## src/rtl/cla_seq_pkg.sv

```systemverilog
// rtl/cla_seq_pkg.sv - shared state encoding and nibble constants for the CLA nibble sequencer
package cla_seq_pkg;

    typedef enum logic [1:0] {
        IDLE = 2'd0,
        RUN  = 2'd1,
        DONE = 2'd2
    } state_t;

    localparam int NIBBLE_W = 4;

    function automatic int nibbles(input int width);
        return width / NIBBLE_W;
    endfunction

endpackage

```

## src/rtl/cla_seq_nibble_sel.sv

```systemverilog
// rtl/cla_seq_nibble_sel.sv - selects the current operand nibbles for the external CLA slice
module cla_seq_nibble_sel
    import cla_seq_pkg::*;
#(
    parameter int WIDTH = 16,
    parameter int IDX_W = 2
) (
    input  logic                en_i,
    input  logic [WIDTH-1:0]    a_i,
    input  logic [WIDTH-1:0]    b_i,
    input  logic [IDX_W-1:0]    idx_i,
    output logic [NIBBLE_W-1:0] a_o,
    output logic [NIBBLE_W-1:0] b_o
);

    // Forced to zero outside RUN so the slice inputs only move while it is in use.
    always_comb begin
        a_o = '0;
        b_o = '0;
        if (en_i) begin
            a_o = a_i[NIBBLE_W*idx_i +: NIBBLE_W];
            b_o = b_i[NIBBLE_W*idx_i +: NIBBLE_W];
        end
    end

endmodule

```

## src/rtl/cla_nibble_seq_ctrl.sv

```systemverilog
// rtl/cla_nibble_seq_ctrl.sv - WIDTH-bit adder sequencing one external 4-bit CLA slice, LSB nibble first
// Optional signed-overflow output enabled by CLA_SEQ_OVERFLOW_EN.
module cla_nibble_seq_ctrl
    import cla_seq_pkg::*;
#(
    parameter int WIDTH = 16
) (
    input  logic                clk,
    input  logic                reset,
    input  logic                in_valid,
    output logic                in_ready,
    input  logic [WIDTH-1:0]    a,
    input  logic [WIDTH-1:0]    b,
    input  logic                cin,
    output logic [NIBBLE_W-1:0] slice_a,
    output logic [NIBBLE_W-1:0] slice_b,
    output logic                slice_c0,
    input  logic [NIBBLE_W-1:0] slice_s,
    input  logic                slice_cout,
    output logic                out_valid,
    input  logic                out_ready,
    output logic [WIDTH-1:0]    sum,
    output logic                cout,
    output logic                busy
`ifdef CLA_SEQ_OVERFLOW_EN
    ,
    output logic                ovf
`endif
);

    localparam int NIBBLES = nibbles(WIDTH);
    localparam int IDX_W   = (NIBBLES > 1) ? $clog2(NIBBLES) : 1;

    if (WIDTH < NIBBLE_W || (WIDTH % NIBBLE_W) != 0) begin : g_bad_width
        $error("cla_nibble_seq_ctrl: WIDTH must be a positive multiple of 4");
    end

    state_t             state_q;
    logic [IDX_W-1:0]   idx_q;
    logic               carry_q;
    logic [WIDTH-1:0]   a_q;
    logic [WIDTH-1:0]   b_q;
    logic [WIDTH-1:0]   sum_q;
    logic               cout_q;
`ifdef CLA_SEQ_OVERFLOW_EN
    logic               ovf_q;
`endif

    always_ff @(posedge clk or posedge reset) begin
        if (reset) begin
            state_q <= IDLE;
            idx_q   <= '0;
            carry_q <= 1'b0;
            a_q     <= '0;
            b_q     <= '0;
            sum_q   <= '0;
            cout_q  <= 1'b0;
`ifdef CLA_SEQ_OVERFLOW_EN
            ovf_q   <= 1'b0;
`endif
        end else begin
            case (state_q)
                IDLE: begin
                    if (in_valid) begin
                        a_q     <= a;
                        b_q     <= b;
                        carry_q <= cin;
                        idx_q   <= '0;
                        state_q <= RUN;
                    end
                end
                RUN: begin
                    sum_q[NIBBLE_W*idx_q +: NIBBLE_W] <= slice_s;
                    carry_q <= slice_cout;
                    idx_q   <= idx_q + 1'b1;
                    if (idx_q == IDX_W'(NIBBLES - 1)) begin
                        cout_q  <= slice_cout;
`ifdef CLA_SEQ_OVERFLOW_EN
                        // Carry into the MSB differs from carry out of it.
                        ovf_q   <= slice_cout ^ (a_q[WIDTH-1] ^ b_q[WIDTH-1] ^ slice_s[NIBBLE_W-1]);
`endif
                        idx_q   <= '0;
                        state_q <= DONE;
                    end
                end
                DONE: begin
                    if (out_ready) begin
                        state_q <= IDLE;
                    end
                end
                default: state_q <= IDLE;
            endcase
        end
    end

    cla_seq_nibble_sel #(
        .WIDTH (WIDTH),
        .IDX_W (IDX_W)
    ) u_nibble_sel (
        .en_i  (state_q == RUN),
        .a_i   (a_q),
        .b_i   (b_q),
        .idx_i (idx_q),
        .a_o   (slice_a),
        .b_o   (slice_b)
    );

    assign slice_c0  = (state_q == RUN) & carry_q;
    assign in_ready  = (state_q == IDLE);
    assign out_valid = (state_q == DONE);
    assign busy      = (state_q != IDLE);
    assign sum       = sum_q;
    assign cout      = cout_q;
`ifdef CLA_SEQ_OVERFLOW_EN
    assign ovf       = ovf_q;
`endif

endmodule

```

## config.mk

```make
export PLATFORM = sky130hd
export DESIGN_NAME = cla_nibble_seq_ctrl
export DESIGN_NICKNAME = d
export VERILOG_FILES = /design/src/rtl/cla_seq_pkg.sv /design/src/rtl/cla_seq_nibble_sel.sv /design/src/rtl/cla_nibble_seq_ctrl.sv
export SDC_FILE = /design/constraint.sdc
export NUM_CORES = 1
export LEC_CHECK = 0
export CELL_PAD_IN_SITES_DETAIL_PLACEMENT = 0
export CELL_PAD_IN_SITES_GLOBAL_PLACEMENT = 1
export CORE_ASPECT_RATIO = 1.2
export CORE_MARGIN = 4
export CORE_UTILIZATION = 37
export DETAILED_ROUTE_END_ITERATION = 16
export GPL_TIMING_DRIVEN = 0
export PLACE_DENSITY_LB_ADDON = 0.05
export REMOVE_ABC_BUFFERS = 1
export SYNTH_ARGS = -nofsm -noshare
export SYNTH_HDL_FRONTEND = slang
export SYNTH_SLANG_ARGS = --single-unit
```

## constraint.sdc

```tcl
create_clock -name clk -period 3.2 [get_ports clk]
set_input_delay 0.8 -clock clk [delete_from_list [all_inputs] [get_ports clk]]
set_output_delay 0.8 -clock clk [all_outputs]
set_load 0.05 [all_outputs]
```

==> results.cfg, run 1 <==
[outcome]
status = finished clean

[yosys]
synth_seq_cells = 54
synth-edff-count = 0
async_reset_ff_share_pct = 100
syn_avg_cell_area_um2 = 12.5
ys_seq_area_share_pct = 52.9
netlist_area_um2 = 2550
yosysWarnings = 0
synth_flop_cell = dfrtp_1
synth_cell_types = 28
netlist_instances = 205

[timing]
drv_slew = 0
post-route-worst-setup-slack_ns = 0.135
tightestPinTransition_ns = 0.801
hold_viol = 0
finalClockSkew_ns = 0.00902
hold_slack_ns = 0.513
rsz0062_at_grt = false
fin_crit_ns = 3.06
relSlewSlack_pct = 46.5
clock.fmax_mhz = 326
post-route-period-util_pct = 95.8
finalSetupViolCount = 0
finalSetupTns_ns = 0

[job]
maxCapViolCount = 0

[worst_setup_path]
critPathSlowestCell = or3b_2
reg2reg_slack_ns = 0.88
cp_cell_sequence = or3b_2 -> o22ai_1 -> dlygate4sd2_1
rr_startpoint = idx_q[0]
cp_slowest_stage_delay_ns = 0.65
arrival_ns = 2.26
r2r_cells = 4
cp.required_ns = 2.40
timing.rr.end = sum[14]
critPathMaxFanout = 14
critPathLaunchType = flip-flop
crit_type = flip-flop to output pin
crit_path_end_kind = output pin

[detailed_routing]
drc_errors = 0
drt_iter0_markers = 64
routed_wirelength_mm = 5.43
wl_per_cell_um = 15.1
via_per_inst = 5.01
dr_total_vias = 1800
ant_nets = 0
drtPass1Iterations = 4

[global_routing]
grt_pass1_vias = 1940
grt_overflow = 0
grt_usage_pct = 13.7
grt_pass1_wl_mm = 9.28
antenna_found_initial = 0
grt_max_degree = 38

[final_layout]
nNetsFinal = 320
syn_to_final_growth_pct = 33.7
final_cell_mix = clkdlybuf4s50_1 (62), dfrtp_1 (52), mux2_2 (33), inv_1 (20)
drive_gt1_share_pct = 19.0
layout_commonest_cell = clkdlybuf4s50_1
num-fill-cells = 619
diodes = 0
utilization_pct = 52.0
layout.cells.non_filler = 359
design_area_um2 = 3420

[floorplanning]
start_util_pct = 38.9
die_y_um = 99.0
ios = 71
dieArea_um2 = 8300
core-area_um2 = 6570
rows = 32
die_w_um = 83.9

[clock_network]
cts_sinks = 54
root_buffer = clkbuf_8
htree_num_levels = 2
clk_pin_slew_ns = 0.09
tritoncts = built
clock_path_buffers = 2
post_cts_buffers = 0
cts_buffers = 5
cts-hold-fix-buffers = 0
clock_latency_ns = 0.30

[power_and_ir_drop]
power.total_mw = 3.85
p_leak_nw = 1.43
cellPowerDensity_nw_per_um2 = 1130
ir_drop_mv = 0.421

[placed_design]
gp_congestion = 0.681
port_buffers = 70
place_inst = 351
post_dp_cell_area_um2 = 3340
dp_hpwl_mm = 4.08
dp_slack_ns = 0.0105

[min_path]
hold_end = a_q[8]
hp-class = flip-flop to flip-flop
hp-start = a_q[8]
holdPathStages = 1
repair_timing:
| action | 4_1_cts | 5_1_grt |
|---|---|---|
| gates resized for setup | 9 | 3 |
| gates cloned | 0 | 0 |
| setup endpoints to repair | 8 | 8 |
final cells by class:
cell class / instances / area, µm² / area share [%]
Multi-Input combinational cell: 119 / 1060 / 31.1
Inverter: 21 / 78.8 / 2.31
Timing Repair Buffer: 72 / 722 / 21.1
Clock inverter: 1 / 5.00 / 0.147
Sequential cell: 54 / 1350 / 39.6
Clock buffer: 7 / 86.3 / 2.53
Tap cell: 85 / 106 / 3.11
how the worst max path moves through the flow:
stage,depth (start not counted),start,slack (ns),endpoint
floorplan,2,state_q[0],0.54,slice_b[2]
global placement,3,in_valid,-0.02,a_q[15]
detailed placement,3,idx_q[0],0.01,slice_a[2]
CTS,3,state_q[0],0.02,slice_b[2]
global route,3,state_q[1],0.002,slice_a[2]
finish,3,state_q[1],0.14,slice_a[2]
synthesized netlist by cell type, types with 2 or more instances:
cell type  count  area [µm²]
or4b_4         2        27.5
nor2b_1        2        12.5
mux2_2        33         372
and3b_1        4        35.0
buf_4          4        30.0
buf_2          4        20.0
nand3b_1       2        15.0
ha_1           5        62.6
clkbuf_1       3        11.3
or3b_2         2        17.5
o21bai_1       2        15.0
inv_1         21        78.8
nand2_1       16        60.1
o22ai_1        8        50.1
dfrtp_1       54        1350
mux2i_1       16         160
o32ai_1       16         140
cell families (layout without fill, tap and decap cells):
kind of cell | Yosys count | after routing | share of synthesized area, %
flops | 54 | 54 | 52.9
simple gates | 35 | 35 | 9.01
buf+inv | 32 | 101 | 5.49
fa+ha+maj | 5 | 5 | 2.45
compound gates | 30 | 30 | 9.35
mux | 49 | 49 | 20.8
sequential cells by signal, summed over array words and instances, names as in the netlist:
register / cells
a_q: 16
cout: 1
sum: 16
b_q: 16
idx_q: 2
state_q: 2
carry_q: 1
routing by layer:
layer	vias to the layer above	global-route usage, %	part of all wire, %
met4	0	3.34	0.57
met3	2	4.60	6.6
li1	873	-	-
met2	47	25.4	54
met5	-	0	0
met1	878	14.9	39
critical path, delay by kind of cell, from the launching register on:
kind            cells  cell delay (ns)
simple gates        1             0.65
buf+inv             1             0.56
compound gates      1             0.20
flops               1             0.55
report_power, final:
group | switching, mW | total (mW) | internal [mW] | leakage (nW)
Sequential | 0.266 | 1.29 | 1.02 | 0.667
Clock | 0.211 | 0.386 | 0.175 | 0.0482
Combinational | 1.31 | 2.18 | 0.873 | 0.715
Total | 1.79 | 3.85 | 2.07 | 1.43
Note: power is estimated with default switching activity, not from simulation.
==> run 2: changes to the inputs <==
--- a/config.mk
+++ b/config.mk
@@ -5,6 +5,7 @@
 export SDC_FILE = /design/constraint.sdc
 export NUM_CORES = 1
 export LEC_CHECK = 0
+export ABC_CLOCK_PERIOD_IN_PS = 3200
 export CELL_PAD_IN_SITES_DETAIL_PLACEMENT = 0
 export CELL_PAD_IN_SITES_GLOBAL_PLACEMENT = 1
 export CORE_ASPECT_RATIO = 1.2
==> results of run 2 <==
Same layout as run 1: the final DEF is identical, and so are final timing and power.
